<file path="src/rtl/risc16_imem_ctrl_pkg.sv">
// Shared types for the RiSC-16 instruction-memory controller.
// The optional bound check is enabled by defining RISC16_IMEM_BOUND_CHECK_EN.
package risc16_imem_ctrl_pkg;

    localparam int unsigned STATE_W = 3;

    typedef enum logic [STATE_W-1:0] {
        ST_IDLE = 3'd0,
        ST_LOAD = 3'd1,
        ST_FULL = 3'd2,
        ST_RUN  = 3'd3,
        ST_HALT = 3'd4
    } imem_state_e;

endpackage

</file>
<file path="src/rtl/risc16_sync_edge.sv">
// Two-flop synchroniser for an asynchronous level, with rise/fall pulses
// derived from the synchronised level and its registered copy.
module risc16_sync_edge (
    input  logic clk,
    input  logic rst,
    input  logic i_d,
    output logic o_rise_c,
    output logic o_fall_c
);

    logic r_meta;
    logic r_sync;
    logic r_dly;

    always_ff @(posedge clk or negedge rst) begin
        if (!rst) begin
            r_meta <= 1'b0;
            r_sync <= 1'b0;
            r_dly  <= 1'b0;
        end else begin
            r_meta <= i_d;
            r_sync <= r_meta;
            r_dly  <= r_sync;
        end
    end

    assign o_rise_c = r_sync & ~r_dly;
    assign o_fall_c = ~r_sync & r_dly;

endmodule

</file>
<file path="src/rtl/risc16_imem_ctrl.sv">
// RiSC-16 instruction memory sequencer: program LOAD via valid/ready, RUN via PC.
// Define RISC16_IMEM_BOUND_CHECK_EN to halt on fetches beyond the loaded program.
module risc16_imem_ctrl
    import risc16_imem_ctrl_pkg::*;
#(
    parameter int unsigned WORD_LENGTH = 16,
    parameter int unsigned ADDR_WIDTH  = 16
) (
    input  logic                    clk,
    input  logic                    rst,
    input  logic                    pen,
    input  logic                    in_valid,
    input  logic [WORD_LENGTH-1:0]  in_data,
    output logic                    in_ready,
    input  logic                    step,
    input  logic                    jump,
    input  logic [ADDR_WIDTH-1:0]   jump_addr,
    output logic [ADDR_WIDTH-1:0]   mem_addr,
    output logic [WORD_LENGTH-1:0]  mem_wdata,
    output logic                    mem_wen,
    output logic [ADDR_WIDTH-1:0]   pc,
    output logic [ADDR_WIDTH:0]     prog_len,
    output logic                    running,
    output logic                    overflow,
    output logic                    fault
);

    localparam int unsigned CW = ADDR_WIDTH + 1;
    localparam logic [CW-1:0] CNT_LAST = CW'((1 << ADDR_WIDTH) - 1);

    imem_state_e             r_state;
    imem_state_e             w_state_nxt;
    logic [ADDR_WIDTH-1:0]   r_pc;
    logic [ADDR_WIDTH-1:0]   w_pc_nxt;
    logic [ADDR_WIDTH-1:0]   w_pc_cand;
    logic [CW-1:0]           r_load_cnt;
    logic [CW-1:0]           w_load_cnt_nxt;
    logic [CW-1:0]           r_prog_len;
    logic [CW-1:0]           w_prog_len_nxt;
    logic                    r_overflow;
    logic                    w_overflow_nxt;
    logic                    w_pen_rise;
    logic                    w_pen_fall;
    logic                    w_hs;
`ifdef RISC16_IMEM_BOUND_CHECK_EN
    logic                    r_fault;
    logic                    w_fault_nxt;
`endif

    risc16_sync_edge u_pen_sync (
        .clk      (clk),
        .rst      (rst),
        .i_d      (pen),
        .o_rise_c (w_pen_rise),
        .o_fall_c (w_pen_fall)
    );

    assign w_hs      = in_valid & (r_state == ST_LOAD);
    assign w_pc_cand = jump ? jump_addr : r_pc + ADDR_WIDTH'(1);

    // State and datapath registers
    always_ff @(posedge clk or negedge rst) begin
        if (!rst) begin
            r_state    <= ST_IDLE;
            r_pc       <= '0;
            r_load_cnt <= '0;
            r_prog_len <= '0;
            r_overflow <= 1'b0;
`ifdef RISC16_IMEM_BOUND_CHECK_EN
            r_fault    <= 1'b0;
`endif
        end else begin
            r_state    <= w_state_nxt;
            r_pc       <= w_pc_nxt;
            r_load_cnt <= w_load_cnt_nxt;
            r_prog_len <= w_prog_len_nxt;
            r_overflow <= w_overflow_nxt;
`ifdef RISC16_IMEM_BOUND_CHECK_EN
            r_fault    <= w_fault_nxt;
`endif
        end
    end

    // Next-state logic; a pen rise overrides everything, including step/jump
    always_comb begin
        w_state_nxt    = r_state;
        w_pc_nxt       = r_pc;
        w_load_cnt_nxt = r_load_cnt;
        w_prog_len_nxt = r_prog_len;
        w_overflow_nxt = r_overflow;
`ifdef RISC16_IMEM_BOUND_CHECK_EN
        w_fault_nxt    = r_fault;
`endif
        if (w_pen_rise) begin
            w_state_nxt    = ST_LOAD;
            w_load_cnt_nxt = '0;
            w_overflow_nxt = 1'b0;
`ifdef RISC16_IMEM_BOUND_CHECK_EN
            w_fault_nxt    = 1'b0;
`endif
        end else begin
            case (r_state)
                ST_LOAD: begin
                    if (w_pen_fall) begin
                        w_state_nxt    = ST_RUN;
                        w_prog_len_nxt = r_load_cnt + CW'(w_hs);
                        w_pc_nxt       = '0;
                    end else if (w_hs) begin
                        w_load_cnt_nxt = r_load_cnt + CW'(1);
                        if (r_load_cnt == CNT_LAST) begin
                            w_state_nxt = ST_FULL;
                        end
                    end
                end
                ST_FULL: begin
                    if (in_valid) begin
                        w_overflow_nxt = 1'b1;
                    end
                    if (w_pen_fall) begin
                        w_state_nxt    = ST_RUN;
                        w_prog_len_nxt = r_load_cnt;
                        w_pc_nxt       = '0;
                    end
                end
                ST_RUN: begin
                    if (jump || step) begin
`ifdef RISC16_IMEM_BOUND_CHECK_EN
                        if ({1'b0, w_pc_cand} >= r_prog_len) begin
                            w_fault_nxt = 1'b1;
                            w_state_nxt = ST_HALT;
                        end else begin
                            w_pc_nxt = w_pc_cand;
                        end
`else
                        w_pc_nxt = w_pc_cand;
`endif
                    end
                end
                default: begin
                end
            endcase
        end
    end

    // Memory port steering by state
    always_comb begin
        mem_addr  = '0;
        mem_wdata = '0;
        case (r_state)
            ST_LOAD: begin
                mem_addr  = r_load_cnt[ADDR_WIDTH-1:0];
                mem_wdata = in_data;
            end
            ST_RUN: begin
                mem_addr = r_pc;
            end
            default: begin
            end
        endcase
    end

    assign in_ready = (r_state == ST_LOAD);
    assign mem_wen  = w_hs;
    assign pc       = r_pc;
    assign prog_len = r_prog_len;
    assign running  = (r_state == ST_RUN);
    assign overflow = r_overflow;
`ifdef RISC16_IMEM_BOUND_CHECK_EN
    assign fault    = r_fault;
`else
    assign fault    = 1'b0;
`endif

endmodule
</file>
<file path="config.mk">
export PLATFORM = sky130hd
export DESIGN_NAME = risc16_imem_ctrl
export DESIGN_NICKNAME = d
export VERILOG_FILES = /design/src/rtl/risc16_imem_ctrl_pkg.sv /design/src/rtl/risc16_sync_edge.sv /design/src/rtl/risc16_imem_ctrl.sv
export SDC_FILE = /design/constraint.sdc
export NUM_CORES = 1
export LEC_CHECK = 0
export BUFFER_PORTS_ARGS = -buffer_cell sky130_fd_sc_hd__buf_2
export CORE_ASPECT_RATIO = 0.9
export CORE_UTILIZATION = 50
export DETAILED_ROUTE_END_ITERATION = 6
export PLACE_DENSITY = 0.78
export SYNTH_ARGS = -nofsm -noshare
export SYNTH_HDL_FRONTEND = slang
export SYNTH_SLANG_ARGS = --single-unit
export TNS_END_PERCENT = 100
</file>
<file path="constraint.sdc">
create_clock -name clk -period 3.6 [get_ports clk]
set_input_delay 0.54 -clock clk [delete_from_list [all_inputs] [get_ports clk]]
set_output_delay 0.54 -clock clk [all_outputs]
set_load 0.02 [all_outputs]
</file>
; ---- Yosys cells after proc, flatten, opt, wreduce, memory -nomap -nowiden
; Index checks and enable logic that the tools add are counted.
[op_classes]
mux = 22
n_bitwise = 6
n_reduce_logical = 14
n_addsub = 3
eq_ne = 12
[op_table]
columns = operator, n
row1 = two-way mux 17 bit, 6
row2 = two-way mux 16 bit, 4
row3 = one-hot mux 16 bit (2 select lines), 2
row4 = one-hot mux 17 bit (2 select lines), 1
row5 = adder 17 x 1 -> 17 bit, 1
row6 = adder 17 x 1 -> 17 bit (second input constant), 1
row7 = equality test 17 x 16 -> 1 bit (second input constant), 1
row8 = adder 16 x 1 -> 16 bit (second input constant), 1
row9 = two-way mux 3 bit, 5
row10 = AND reduction 4 bit, 3
row11 = nonzero test 2 bit, 6
row12 = inequality test 2 x 1 -> 1 bit (second input constant), 5
row13 = inequality test 4 x 1 -> 1 bit (second input constant), 2
row14 = equality test 3 x 2 -> 1 bit (second input constant), 2
row15 = one-hot mux 3 bit (2 select lines), 1
row16 = AND 1 bit, 3
row17 = equality test 3 x 1 -> 1 bit (second input constant), 1
row18 = two-way mux 1 bit, 3
row19 = inequality test 3 x 1 -> 1 bit (second input constant), 1
row20 = inverter 1 bit, 3
row21 = AND reduction 3 bit, 1
row22 = nonzero test 3 bit, 1
row23 = AND reduction 2 bit, 1
row24 = OR reduction 2 bit, 1
row25 = logical OR 1 bit, 1
[word_totals]
register_bits = 57
output_inout_bits = 70
wordCells = 65

; ---- Longest topological paths before layout
[logic_depth]
word_depth = 6
mapped_depth = 11
mapped_depth_nobuf = 9

; ---- Cells and area by module
; From an unflattened synthesis, not the netlist that was laid out.
[unflattened]
hier_cells = 398
area_unflattened_um2 = 3602.2
[modules_own_cells]
columns = module, cells_per_inst, instances, seq_area_each_um2, area_each_um2
row1 = risc16_imem_ctrl, 393, 1, 1326.3, 3512.1
row2 = risc16_sync_edge, 5, 1, 75.1, 90.1

; ---- Worst setup path after synthesis
; OpenSTA, ideal clock, no wires.
[synth_path]
path_kind = register to register
start = reg r_state[1]
end = reg r_prog_len[14] (netlist: prog_len[14])
required_time_ns = 3.464
stages_incl_launch_ff = 12
setup_slack_ns = 0.895
setup_time_ns = 0.136
n_path_buf = 2
arrival_time_ns = 2.569
period_less_slack_ns = 2.705
cell_sequence = dfrtp_1 inv_1 ha_1 buf_4 clkbuf_1 and2_1 ha_1 ha_1 nand4b_1 nor4_1 xnor2_1 o21ai_0
[synth_between]
elab_chain_len = 5
[synth_lines]
columns = element, line_no
row1 = from (decl), risc16_imem_ctrl.sv:31  ; imem_state_e r_state;
row2 = from (signal assigned), risc16_imem_ctrl.sv:73  ; r_state <= w_state_nxt;
row3 = equality test 3 x 1 -> 1 bit, -
row4 = named net in_ready, risc16_imem_ctrl.sv:14  ; output logic in_ready,
row5 = AND 1 bit, risc16_imem_ctrl.sv:58  ; assign w_hs = in_valid & (r_state == ST_LOAD);
row6 = named net mem_wen, risc16_imem_ctrl.sv:20  ; output logic mem_wen,
row7 = adder 17 x 1 -> 17 bit, risc16_imem_ctrl.sv:106  ; w_prog_len_nxt = r_load_cnt + CW'(w_hs);
row8 = two-way mux 17 bit, risc16_imem_ctrl.sv:104  ; if (w_pen_fall) begin
row9 = one-hot mux 17 bit (2 select lines), risc16_imem_ctrl.sv:102  ; case (r_state)
row10 = to (signal assigned), risc16_imem_ctrl.sv:76  ; r_prog_len <= w_prog_len_nxt;
row11 = to (decl), risc16_imem_ctrl.sv:38  ; logic [CW-1:0] r_prog_len;
; The timed path passes the listed nets, and every way through them passes these cells. The select of a mux whose other input is x is not followed.
; A chain may end at the register's enable or synchronous reset.

; ---- Final worst setup path
[layout_path]
start = reg r_state[1]
end = reg r_prog_len[16] (netlist: prog_len[16])
[layout_between]
elab_chain_len = 5
[layout_lines]
columns = element, line_no
row1 = equality test 3 x 1 -> 1 bit, "risc16_imem_ctrl.sv:58, risc16_imem_ctrl.sv:102"
row2 = AND 1 bit, risc16_imem_ctrl.sv:58
row3 = adder 17 x 1 -> 17 bit, risc16_imem_ctrl.sv:106
row4 = two-way mux 17 bit, risc16_imem_ctrl.sv:104
row5 = one-hot mux 17 bit (2 select lines), risc16_imem_ctrl.sv:102
; Several ways; a longest one is shown, not always the timed one. The select of a mux whose other input is x is not followed.

==> impl_metrics.json <==
{
  "post_cts_buffers": 0,
  "path_max_fanout": 37,
  "detail_route.first_pass.iterations": 5,
  "ys.flop_type": "dfrtp_1",
  "clockRootBuffer": "clkbuf_8",
  "ir_worst_vdd_uv": 363,
  "hold_start": "pen",
  "worstPathArrival_ns": 2.82,
  "pwr_density_cell_nw_per_um2": 605,
  "fp.dieH_um": 83.1,
  "cts_resized": 0,
  "io_buffers": 106,
  "dpl_worst_slack_ns": 0.949,
  "nNetsFinal": 556,
  "critPathCapture": "prog_len[16]",
  "start_kind": "flop",
  "drt_iter0_drc": 249,
  "cts_sinks": 56,
  "setup_ws_ns": 0.935,
  "grt_pass1_vias": 3340,
  "vias": 3539,
  "start_util_pct": 51.9,
  "cts.hold.buffers_added": 0,
  "clock_path_buffers": 2,
  "rsz0062_at_grt": "false",
  "ys_warn_count": 0,
  "dp_hpwl_mm": 7.02,
  "fin_crit_sh_pct": 74.0,
  "synth-seq-cells": 56,
  "drc": 0,
  "gp_congestion": 0.896,
  "tightest_slew_ns": 1.07,
  "grt_pass1_wl_mm": 15.9,
  "synth_cell_type_count": 50,
  "drv_cap": 0,
  "cts_tree": "built",
  "antenna_found_initial": 0,
  "drive_above_1_share_pct": 25.2,
  "vias_per_cell": 5.90,
  "core_um2": 7040,
  "min_period_ns": 2.67,
  "place_area_um2": 4150,
  "syn-num-nets": 473,
  "crit_start": "r_state[1]",
  "finalHoldViolCount": 0,
  "ios": 108,
  "r2r-end": "prog_len[16]",
  "whs_path_depth": 1,
  "status": "completed",
  "path_class": "flop to flop",
  "netlist_area_um2": 3650,
  "htree_levels": 2,
  "rows": 29,
  "setup_tns_ns": 0,
  "timing.final.max_slew_violations": 0,
  "grt_max_degree": 43,
  "finalClockSkew_ns": 0.00946,
  "hold_path_class": "input port to flop",
  "timing.rr.start": "r_state[1]",
  "numCtsBuffers": 5,
  "overflow": 0,
  "antenna_left": 0,
  "fmax_ghz": 0.375,
  "syn_to_final_growth_pct": 16.2,
  "cts.clk_slew.worst_paths_ns": 0.10,
  "wl_per_cell_um": 15.8,
  "synthArstFlopShare_pct": 100,
  "syn_area_per_cell_um2": 8.63,
  "cp-end-kind": "flop",
  "critPathRequiredTime_ns": 3.76,
  "diodes": 0,
  "track_usage_pct": 25.6,
  "r2r_cells": 10,
  "regToRegSetupSlack_ns": 0.93,
  "ys_seq_area_share_pct": 38.4,
  "max_slew_margin_pct": 28.7,
  "cellLeakagePower_nw": 1.96,
  "die_w_um": 92.1,
  "syn-instance-count": 423,
  "wl_mm": 9.49,
  "synth-edff-count": 0,
  "die_area_um2": 7650,
  "clk_latency_ns": 0.32,
  "final_core_util_pct": 60.3,
  "fin_area_um2": 4240,
  "setup_viol": 0
}
-- cell usage in the layout (no fill, tap or decap), types with 3 or more instances in the layout --
master      n
buf_2     106
dfrtp_1    56
nand2_1    45
o21ai_0    34
nor2_1     29
xnor2_1    18
and2_1     17
a22o_1     16
a21oi_1    16
nand4_1    14
nand3_1    13
inv_1      12
ha_1       12
nor4_1     11
nor3_1     11
o31ai_1     8
nand2b_1    7
or4_1       6
clkbuf_8    6
nor2b_1     5
a32o_1      5
or2_2       4
nand4b_1    4
o41ai_1     4
a31oi_1     3
or3_1       3
and3_1      3
mux2i_1     3
a22oi_1     3
nor3b_1     3
buf_4       3
-- worst max-delay path, cell delays in order (launching register included) --
cell and delay (ns):
dfrtp_1 0.43, inv_1 0.09, ha_1 0.14, buf_4 0.31, and2_1 0.20, ha_1 0.17
ha_1 0.17, nand4b_1 0.30, nor4_1 0.42, xnor2_1 0.17, o21ai_0 0.09
-- state kept, by name, indices dropped and copies added (netlist names) --
name               flops
r_state                2
u_pen_sync.r_sync      1
r_load_cnt            17
overflow               1
prog_len              17
u_pen_sync.r_dly       1
pc                    16
u_pen_sync.r_meta      1
-- per-layer routing --
layer | up-vias | global-route usage, % | routed length [um]
met5 | - | 0 | 0
met4 | 0 | 6.25 | 84
met3 | 11 | 4.58 | 683
met2 | 161 | 41.7 | 4480
met1 | 1668 | 35.6 | 4250
li1 | 1699 | - | -
-- final cells by class --
type                            instances  area [um^2]
Tap cell                               93          116
Inverter                               12         45.0
Fill cell                             669         2800
Multi-Input combinational cell        322         2030
Timing Repair Buffer                  109          553
Sequential cell                        56         1400
Clock inverter                          2         10.0
Clock buffer                            6         82.6
-- cells in the mapped netlist, types with 5 or more instances --
library cell   n  area (um^2)
nor4_1        11         68.8
nor2_1        29          109
nand2b_1       7         43.8
dfrtp_1       56         1400
nand2_1       45          169
o21ai_0       34          170
o31ai_1        8         60.1
a22o_1        16          140
xnor2_1       18          158
nand3_1       13         65.1
or4_1          6         45.0
nor2b_1        5         31.3
ha_1          12          150
clkbuf_1      19         71.3
and2_1        17          106
a21oi_1       16         80.1
nand4_1       14         87.6
inv_1         12         45.0
a32o_1         5         50.1
nor3_1        11         55.1
-- per-stage QoR --
step	power, mW	cells	hold slack (ns)
finish	2.57	600	0.330
global route	2.75	600	0.318
CTS	2.57	600	0.326
detailed placement	2.21	592	0.350
global placement	2.17	592	0.338
floorplan	1.81	423	0.244
-- cell families (layout without fill, tap and decap cells) --
group,Yosys count,count (layout),synth area share (%)
xor gates and xnor gates,20,20,4.80
buffers and inverters,45,129,6.00
adders and majority gates,12,12,4.11
other,1,1,0.103
DFF,56,56,38.4
muxes,3,3,0.823
AOI/OAI and AO/OA,105,105,19.2
and+or+nand+nor,181,181,26.6
-- how the worst min path moves through the flow --
stage | slack, ns | endpoint
floorplan | 0.24 | overflow
global placement | 0.34 | u_pen_sync.r_sync
detailed placement | 0.35 | u_pen_sync.r_sync
CTS | 0.33 | u_pen_sync.r_meta
global route | 0.32 | u_pen_sync.r_meta
finish | 0.33 | u_pen_sync.r_meta
-- power breakdown --
group	leakage [nW]	total [mW]	switching, mW	internal, mW
Combinational	1.15	1.23	0.806	0.421
Clock	0.0510	0.367	0.212	0.154
Sequential	0.759	0.973	0.222	0.751
(Power assumes the default switching activity.)
